**config.mk**
```make
export PLATFORM = sky130hd
export DESIGN_NAME = alu_share_ctrl_flat
export DESIGN_NICKNAME = d
export VERILOG_FILES = /design/src/rtl/alu_share_ctrl_if.sv /design/src/rtl/alu_share_ctrl.sv /design/src/flat_wrapper.sv
export SDC_FILE = /design/constraint.sdc
export NUM_CORES = 1
export LEC_CHECK = 0
export ABC_AREA = 1
export ABC_CLOCK_PERIOD_IN_PS = 2650
export CAP_MARGIN = 20
export CELL_PAD_IN_SITES_DETAIL_PLACEMENT = 1
export CELL_PAD_IN_SITES_GLOBAL_PLACEMENT = 2
export CORE_MARGIN = 10
export CORE_UTILIZATION = 23
export CTS_CLUSTER_DIAMETER = 40
export DETAILED_ROUTE_END_ITERATION = 10
export GPL_TIMING_DRIVEN = 0
export MAX_ROUTING_LAYER = met4
export PLACE_DENSITY_LB_ADDON = 0.1
export SLEW_MARGIN = 25
export SYNTH_ARGS = -nofsm -noshare
export SYNTH_HDL_FRONTEND = slang
export SYNTH_SLANG_ARGS = --single-unit
```
**constraint.sdc**
```tcl
create_clock -name clk -period 2.65 [get_ports clk]
set_input_delay 0.265 -clock clk [delete_from_list [all_inputs] [get_ports clk]]
set_output_delay 0.265 -clock clk [all_outputs]
set_load 0.01 [all_outputs]
```
**src/rtl/alu_share_ctrl_if.sv**
```systemverilog
// alu_share_ctrl_if: two-port request/response bus between issue logic and the ALU sharing controller
interface alu_share_ctrl_if;
  logic [1:0]  req_valid;
  logic [1:0]  req_ready;
  logic [5:0]  req_op0;
  logic [5:0]  req_op1;
  logic [31:0] req_a0;
  logic [31:0] req_a1;
  logic [31:0] req_b0;
  logic [31:0] req_b1;
  logic [1:0]  rsp_valid;
  logic [1:0]  rsp_ready;
  logic [31:0] rsp_y;
  logic [3:0]  rsp_nzcv;
  modport master (
    output req_valid, req_op0, req_op1, req_a0, req_a1, req_b0, req_b1, rsp_ready,
    input  req_ready, rsp_valid, rsp_y, rsp_nzcv
  );
  modport slave (
    input  req_valid, req_op0, req_op1, req_a0, req_a1, req_b0, req_b1, rsp_ready,
    output req_ready, rsp_valid, rsp_y, rsp_nzcv
  );
endinterface

```
**src/rtl/alu_share_ctrl.sv**
```systemverilog
// alu_share_ctrl: round-robin sharing of one combinational ALU between two requesters, with icc ownership
module alu_share_ctrl (
  input  logic              clk,
  input  logic              rst_n,
  alu_share_ctrl_if.slave   bus,
  output logic [5:0]        alu_op,
  output logic [31:0]       alu_a,
  output logic [31:0]       alu_b,
  output logic              alu_ci,
  input  logic [31:0]       alu_y,
  input  logic              alu_n,
  input  logic              alu_z,
  input  logic              alu_c,
  input  logic              alu_v,
  input  logic              icc_we,
  input  logic [3:0]        icc_wdata,
  output logic [3:0]        icc
);
  typedef enum logic [1:0] {IDLE, EXEC, RESP} state_t;
  state_t      state, state_n;
  logic        last_grant;
  logic        owner;
  logic [5:0]  op_q;
  logic [31:0] a_q;
  logic [31:0] b_q;
  logic [31:0] rsp_y;
  logic [3:0]  rsp_nzcv;
  logic [1:0]  gnt;
  logic [1:0]  req_ready;
  logic [1:0]  rsp_valid;
  logic        accept;
  logic        sel;
  logic        rsp_ack;
  logic        cc_op;
  logic [3:0]  flags;
  always_comb begin
    gnt[0]    = bus.req_valid[0] & (~bus.req_valid[1] | last_grant);
    gnt[1]    = bus.req_valid[1] & (~bus.req_valid[0] | ~last_grant);
    req_ready = (state == IDLE) ? gnt : 2'b00;
    accept    = |(bus.req_valid & req_ready);
    sel       = req_ready[1];
    rsp_valid = (state == RESP) ? (owner ? 2'b10 : 2'b01) : 2'b00;
    rsp_ack   = (state == RESP) & bus.rsp_ready[owner];
    cc_op     = (op_q[5:4] == 2'b01);
    flags     = {alu_n, alu_z, alu_c, alu_v};
  end
  always_comb begin
    state_n = state;
    case (state)
      IDLE:    state_n = accept ? EXEC : IDLE;
      EXEC:    state_n = RESP;
      RESP:    state_n = rsp_ack ? IDLE : RESP;
      default: state_n = IDLE;
    endcase
  end
  always_ff @(posedge clk or negedge rst_n)
    if (!rst_n) state <= IDLE;
    else state <= state_n;
  always_ff @(posedge clk or negedge rst_n) begin
    if (!rst_n) begin
      op_q       <= '0;
      a_q        <= '0;
      b_q        <= '0;
      owner      <= 1'b0;
      last_grant <= 1'b1;
      rsp_y      <= '0;
      rsp_nzcv   <= '0;
      icc        <= '0;
    end else begin
      if (accept) begin
        op_q       <= sel ? bus.req_op1 : bus.req_op0;
        a_q        <= sel ? bus.req_a1 : bus.req_a0;
        b_q        <= sel ? bus.req_b1 : bus.req_b0;
        owner      <= sel;
        last_grant <= sel;
      end
      if (state == EXEC) begin
        rsp_y    <= alu_y;
        rsp_nzcv <= cc_op ? flags : icc;
      end
      // an external WRPSR-style write overrides a same-edge cc update
      if (icc_we) icc <= icc_wdata;
      else if (state == EXEC && cc_op) icc <= flags;
    end
  end
  assign alu_op        = op_q;
  assign alu_a         = a_q;
  assign alu_b         = b_q;
  assign alu_ci        = op_q[3] & icc[1];
  assign bus.req_ready = req_ready;
  assign bus.rsp_valid = rsp_valid;
  assign bus.rsp_y     = rsp_y;
  assign bus.rsp_nzcv  = rsp_nzcv;
endmodule

```
**src/flat_wrapper.sv**
```systemverilog
// flat-port wrapper written by rule: the top's interface ports become plain ports
module alu_share_ctrl_flat 
  (clk, rst_n, alu_op, alu_a, alu_b, alu_ci, alu_y, alu_n, alu_z, alu_c, alu_v, icc_we, icc_wdata, icc, bus_req_valid, bus_req_op0, bus_req_op1, bus_req_a0, bus_req_a1, bus_req_b0, bus_req_b1, bus_rsp_ready, bus_req_ready, bus_rsp_valid, bus_rsp_y, bus_rsp_nzcv);
  alu_share_ctrl_if bus_i ();
  input  logic clk;
  input  logic rst_n;
  output logic [5:0] alu_op;
  output logic [31:0] alu_a;
  output logic [31:0] alu_b;
  output logic alu_ci;
  input  logic [31:0] alu_y;
  input  logic alu_n;
  input  logic alu_z;
  input  logic alu_c;
  input  logic alu_v;
  input  logic icc_we;
  input  logic [3:0] icc_wdata;
  output logic [3:0] icc;
  input wire logic [$bits(bus_i.req_valid)-1:0] bus_req_valid;
  input wire logic [$bits(bus_i.req_op0)-1:0] bus_req_op0;
  input wire logic [$bits(bus_i.req_op1)-1:0] bus_req_op1;
  input wire logic [$bits(bus_i.req_a0)-1:0] bus_req_a0;
  input wire logic [$bits(bus_i.req_a1)-1:0] bus_req_a1;
  input wire logic [$bits(bus_i.req_b0)-1:0] bus_req_b0;
  input wire logic [$bits(bus_i.req_b1)-1:0] bus_req_b1;
  input wire logic [$bits(bus_i.rsp_ready)-1:0] bus_rsp_ready;
  output wire logic [$bits(bus_i.req_ready)-1:0] bus_req_ready;
  output wire logic [$bits(bus_i.rsp_valid)-1:0] bus_rsp_valid;
  output wire logic [$bits(bus_i.rsp_y)-1:0] bus_rsp_y;
  output wire logic [$bits(bus_i.rsp_nzcv)-1:0] bus_rsp_nzcv;
  assign bus_i.req_valid = bus_req_valid;
  assign bus_i.req_op0 = bus_req_op0;
  assign bus_i.req_op1 = bus_req_op1;
  assign bus_i.req_a0 = bus_req_a0;
  assign bus_i.req_a1 = bus_req_a1;
  assign bus_i.req_b0 = bus_req_b0;
  assign bus_i.req_b1 = bus_req_b1;
  assign bus_i.rsp_ready = bus_rsp_ready;
  assign bus_req_ready = bus_i.req_ready;
  assign bus_rsp_valid = bus_i.rsp_valid;
  assign bus_rsp_y = bus_i.rsp_y;
  assign bus_rsp_nzcv = bus_i.rsp_nzcv;
  alu_share_ctrl u_core (.clk(clk), .rst_n(rst_n), .bus(bus_i), .alu_op(alu_op), .alu_a(alu_a), .alu_b(alu_b), .alu_ci(alu_ci), .alu_y(alu_y), .alu_n(alu_n), .alu_z(alu_z), .alu_c(alu_c), .alu_v(alu_v), .icc_we(icc_we), .icc_wdata(icc_wdata), .icc(icc));
endmodule
```
# Word level (Yosys, flattened, before mapping)
# Index checks and enable logic that the tools add are counted.
[totals] regBits=114 input_bits=187 output_inout_bits=115 wordCells=41
[op_classes] order_cmp=1 eq_ne=3 muxes=14 n_bitwise=10 reduce_logical=4
[ops] op="$mux W32" n=2
[ops] op="$mux W4" n=3
[ops] op="$mux W2" n=4
[ops] op="$mux W6" n=1
[ops] op="$pmux W2 S3" n=1
[ops] op="$and A1 B1 Y1" n=4
[ops] op="$eq A2 B1 Y1 const B" n=2
[ops] op="$mux W1" n=3
[ops] op="$not A1 Y1" n=3
[ops] op="$and A2 B2 Y2" n=1
[ops] op="$eq A2 B2 Y1 const B" n=1
[ops] op="$logic_not A2 Y1" n=1
[ops] op="$lt A1 B2 Y1 const B" n=1
[ops] op="$or A1 B1 Y1" n=2
[ops] op="$reduce_bool A2 Y1" n=1
[ops] op="$reduce_or A2 Y1" n=1
[ops] op="$logic_and A1 B1 Y1" n=1

# Longest topological paths before layout
[logic_depth] word_depth=8 mapped_depth=7 mapped_depth_nobuf=6

# Worst setup path after synthesis
# No wires, ideal clock.
[synth_timing] path_type="register to output" from="register u_core.state[0]" to="output bus_req_ready[1]" t_arrival_ns=1.119 t_required_ns=2.385 setup_slack_ns=1.266 stages_incl_launch_ff=6 n_path_buf=2 cell_sequence="dfrtp_1 > nor2_4 > nand3_4 > buf_6 > buf_6 > inv_2"
[synth_via] elab_chain_len=2
[synth_lines] item="from (decl)" line="alu_share_ctrl.sv:20" text="state_t state, state_n;"
[synth_lines] item="from (signal assigned)" line="alu_share_ctrl.sv:58" text="else state <= state_n;"
[synth_lines] item="$logic_not A2 Y1" line="alu_share_ctrl.sv:39" text="req_ready = (state == IDLE) ? gnt : 2'b00;"
[synth_lines] item="$mux W2" line="alu_share_ctrl.sv:39"
[synth_lines] item="to (decl)" line="flat_wrapper.sv:27" text="output wire logic [$bits(bus_i.req_ready)-1:0] bus_req_ready;"
# No other way between the ends.

# Worst setup path after layout
[layout_timing] from="register u_core.last_grant" to="output bus_req_ready[1]"
[layout_via] elab_chain_len=4
[layout_lines] item="from (decl)" line="alu_share_ctrl.sv:21" text="logic last_grant;"
[layout_lines] item="from (signal assigned)" line="alu_share_ctrl.sv:75" text="last_grant <= sel;"
[layout_lines] item="$not A1 Y1" line="alu_share_ctrl.sv:38" text="gnt[1] = bus.req_valid[1] & (~bus.req_valid[0] | ~last_grant);"
[layout_lines] item="$or A1 B1 Y1" line="alu_share_ctrl.sv:38"
[layout_lines] item="$and A1 B1 Y1" line="alu_share_ctrl.sv:38"
[layout_lines] item="$mux W2" line="alu_share_ctrl.sv:39"
# No other way between the ends.

==> results.json <==
{
  "fillers": 3153,
  "drc": 0,
  "cts_root_buf": "clkbuf_16",
  "cts_buffer_depth": 2,
  "worst_pin_slew_ps": 523,
  "htree_levels": 4,
  "worstPathMaxFanout": 10,
  "yosysMostFrequentCell": "nand2_1",
  "finalHoldViolCount": 0,
  "fp.coreArea_um2": 25900,
  "status": "finished, final reports clean",
  "synthArstFlopShare": 1.00,
  "area_delta_synth_final_pct": 68.2,
  "fp-row-count": 59,
  "gr-total-overflow": 0,
  "fin_area_um2": 10100,
  "grt_max_degree": 71,
  "cts_tree": "done",
  "cts.clk_slew.worst_paths_ps": 60,
  "ys_seq_elements": 114,
  "rsz0062_at_grt": "no",
  "cp-start-kind": "flip-flop",
  "yosys.area.top_type": "dfrtp_1",
  "p_total_w": 0.0111,
  "synth.top_cells.by_count": "nand2_1 (255), inv_1 (148), nand3_1 (147), dfrtp_1 (113), nand4_1 (70)",
  "synth.distinct_cells": 19,
  "setup_viol": 0,
  "report.final.slew_viol_count": 0,
  "synth_area_um2": 6020,
  "min_path_type": "in -> async",
  "fin_crit_sh": 0.934,
  "syn_inst": 821,
  "start_util": 0.232,
  "postRouteAntennaNets": 0,
  "grt_pass1_wl_um": 41600,
  "maxCapViolCount": 0,
  "finalClockSkew_ps": 14.8,
  "pin_count": 302,
  "vias": 6523,
  "vias_per_cell": 4.36,
  "yosysWarnings": 0,
  "die_width_um": 182,
  "final_nets": 1332,
  "p_per_area_nw_per_um2": 1100,
  "cp-end-kind": "primary output",
  "crit_required_ps": 2380,
  "clock_latency_ps": 420,
  "placed_cells": 1457,
  "dieArea_um2": 33100,
  "cp.arrival_ps": 2210,
  "netlist_top_cells_area": "dfrtp_1 (47%), nand2_1 (16%), nand3_1 (12%)",
  "drtIter0Drc": 256,
  "max_freq_mhz": 404,
  "synth_top_flop_cell": "dfrtp_1",
  "gp_congestion": 0.749,
  "timing.final.crit_period_ps": 2470,
  "cts-buffers-inserted": 17,
  "die_h_um": 182,
  "grt_antenna_before_repair": 2,
  "slew_headroom": 0.652,
  "crit_type": "reg -> out",
  "instances_no_fill": 1495,
  "leakagePower_nw": 5.09,
  "drt-total-wl_um": 26700,
  "grt_usage": 0.164,
  "wire_per_inst_um": 17.9,
  "synth_edf_count": 0,
  "seq_area_frac_synth": 0.474,
  "drive_gt1_frac": 0.0604,
  "hold_slack_ps": 334,
  "synth_top_area_frac": 0.470,
  "cts.sinks": 114,
  "avgSynthCellArea_um2": 7.33,
  "final.setup.tns_ps": 0,
  "grt_pass1_vias": 6956,
  "drt_pass1_iterations": 4,
  "max-vdd-ir-drop_mv": 0.362,
  "place_area_um2": 9480,
  "dpl.hpwl_um": 20500,
  "portBuffers": 300,
  "syn_nets": 1008
}
-- through the flow --
step                setup WS [ps]   util
floorplan                    1270      -
global placement            -3810  0.364
detailed placement           17.1  0.366
CTS                          89.6  0.391
global route                 25.1  0.391
finish                        176  0.391
-- worst max-delay path: stages, from the launching register on --
cell,delay [ps]
dfstp_2,540
nand2_2,210
nand3_4,160
buf_6,190
buf_6,170
inv_2,30
clkdlybuf4s50_1,500
-- cells by family (layout without fill, tap and decap cells) --
group,Yosys count,in the layout,synth area share
flip-flops,114,114,0.474
AND/OR/NAND/NOR,486,486,0.369
AO/OA/AOI/OAI,12,12,0.0104
other,0,2,0
buffers and inverters,209,546,0.146
-- timing repair --
item | CTS | global route
hold buffers | 1 | 0
buffers inserted | 3 | 0
endpoints found under the setup margin | 1 | 0
gates resized for setup | 0 | 0
endpoints found under the hold margin | 44 | 0
-- final timing paths --
path | start | end | slack [ps] | depth (start not counted)
min | rst_n | u_core.bus.rsp_y[12] | 330 | 2
min in group clk | alu_y[0] | u_core.bus.rsp_y[0] | 380 | 3
max reg2reg | u_core.last_grant | u_core.alu_b[22] | 740 | 7
min reg2reg | u_core.bus.rsp_y[22] | u_core.bus.rsp_y[22] | 480 | 2
max | u_core.last_grant | bus_req_ready[1] | 180 | 6
max in group asynchronous | rst_n | u_core.alu_a[10] | 1580 | 3
-- routing by layer --
metal / track usage / share of wire / vias up
met5: - / 0 / -
met4: 0.0381 / 0.0081 / 0
met3: 0.0539 / 0.077 / 12
met2: 0.266 / 0.48 / 194
met1: 0.193 / 0.44 / 3071
li1: - / - / 3246
-- registers in the layout (all words and copies together), names as in the netlist --
register / count
u_core.alu_a: 32
u_core.alu_b: 32
u_core.bus.rsp_y: 32
u_core.alu_op: 6
u_core.bus.rsp_nzcv: 4
u_core.icc: 4
u_core.state: 2
u_core.last_grant: 1
u_core.owner: 1
-- report_power, final --
part | internal [W] | switching (W) | total [W]
combinational | 0.00262 | 0.00300 | 0.00562
sequential | 0.00261 | 0.000464 | 0.00308
clock | 0.00151 | 0.000907 | 0.00242
-- cell type report --
cell class | instances | area [um^2] | area share
Clock inverter | 14 | 178 | 0.0175
Tap cell | 335 | 419 | 0.0414
Multi-Input combinational cell | 498 | 2290 | 0.226
Inverter | 151 | 567 | 0.0559
Clock buffer | 18 | 439 | 0.0433
Buffer | 58 | 315 | 0.0311
Sequential cell | 114 | 2850 | 0.282
Antenna cell | 2 | 5.00 | 0.000494
Timing Repair Buffer | 305 | 3070 | 0.303
-- cells in the final DEF (no fill, tap or decap), types with 3 or more instances in the layout --
cell type        synthesis  final
clkdlybuf4s50_1          0    299
nand2_1                255    255
inv_1                  148    148
nand3_1                147    147
dfrtp_1                113    113
nand4_1                 70     70
clkbuf_1                29     29
clkbuf_16                0     17
buf_4                    7     10
buf_2                    9      9
nor2_1                   9      9
buf_6                    8      8
a21oi_1                  8      8
buf_1                    5      5
clkinvlp_4               0      4
inv_2                    3      3
o21ai_1                  3      3
bufinv_16                0      3
clkinv_4                 0      3
inv_6                    0      3
Note: power is estimated with default switching activity, not from simulation.
==> patch: new RTL, config.mk and constraints unchanged <==
The 3 states of `state_t` get a one-hot encoding in 3 bits.
--- a/src/rtl/alu_share_ctrl.sv
+++ b/src/rtl/alu_share_ctrl.sv
@@ -18,3 +18,3 @@
 );
-  typedef enum logic [1:0] {IDLE, EXEC, RESP} state_t;
+  typedef enum logic [2:0] {IDLE = 3'b001, EXEC = 3'b010, RESP = 3'b100} state_t;
   state_t      state, state_n;
Check against the original RTL: same outputs for any inputs over 10 cycles, from zero or initial values and one cycle with rst_n low; not proved beyond that.
==> patch against the unedited design <==
Count of clock-buffer cells in the layout did not move. Synthesized area fell by 0.27%. Wire length fell by 2.4%. Clock skew fell by 0.0039 ns. Power rose by 1.3%. Sequential cell count rose by 1. Global-route usage fell by 0.23 points. Worst setup slack got worse by 0.012 ns. Design area fell by 0.12%.
==> patch: results <==
export IMPL_status="complete, no violations"
export IMPL_p_switching_w=0.00438
export IMPL_r2r_end="u_core.alu_op[2]"
export IMPL_critPathSlowestCell="clkdlybuf4s50_1"
export IMPL_placed_cells=1464
export IMPL_wl_met2_um=11700
export IMPL_r2r_slack_ns=0.86
export IMPL_synth_compound_area_share_pct=1.31
export IMPL_clock_skew_ns=0.0110
export IMPL_grt_total_usage_pct=16.2
export IMPL_p_leak_nw=5.19
export IMPL_synthTopCellsByCount="263 x nand2_1, 217 x nand3_1, 149 x inv_1"
export IMPL_syn_nets=1014
export IMPL_pwr_share_comb_pct=50.3
export IMPL_dp_hpwl_um=20100
export IMPL_grt_pass1_vias=6961
export IMPL_slowest_delay_ns=0.62
export IMPL_drive_gt1_share_pct=7.40
export IMPL_pre_cts_ws_ns=0.0363
export IMPL_vdd_ir_drop_max_uv=378
export IMPL_nets=1337
export IMPL_synth_cell_type_count=22
export IMPL_wl_um=26100
export IMPL_postPlaceCellArea_um2=9470
export IMPL_grt_max_degree=78
export IMPL_grt_use_met2_pct=24.7
export IMPL_io_buffers=301
export IMPL_ys_seq_area_share_pct=48.0
export IMPL_wl_met3_um=2180
export IMPL_ff2ff_path_depth=8
export IMPL_drt_iter0_drc=269
export IMPL_fmax_mhz=402
export IMPL_avgSynthCellArea_um2=7.26
export IMPL_reg2reg_from="u_core.state[0]"
export IMPL_cp_endpoint="bus_req_ready[0]"
export IMPL_met1_length_um=11900
export IMPL_via_per_inst=4.21
-- patch: cell types whose count changed after synthesis, moves of 8 or more --
cell / unedited run / this run
nand3_1: 147 / 217
nand4_1: 70 / 0
clkbuf_1: 29 / 8
buf_2: 9 / 25
a21oi_1: 8 / 0
nand2_1: 255 / 263
-- patch: area by class of cell --
cell class / instances / area (um2)
clock buffers: 18 / 439
clock inverters: 13 / 183
multi-input cells: 507 / 2240
fillers: 3153 / 15800
flip-flops and latches: 115 / 2880
well taps: 335 / 419
diodes: 4 / 10.0
repair buffers: 304 / 3060
inverters: 154 / 578
plain buffers: 51 / 309
-- patch: per-stage QoR --
stage                     utilization [%]  hold slack (ns)
after floorplan                         -          -0.0306
after global placement               36.4            0.462
after detailed placement             36.5            0.176
after CTS                            39.0            0.321
after global routing                 39.1            0.353
final                                39.1            0.320
-- patch: what timing repair did --
action	CTS	global route
resized for setup	1	0
hold buffers	1	0
setup endpoints to repair	1	0
setup buffers	1	0
hold endpoints to repair	38	0
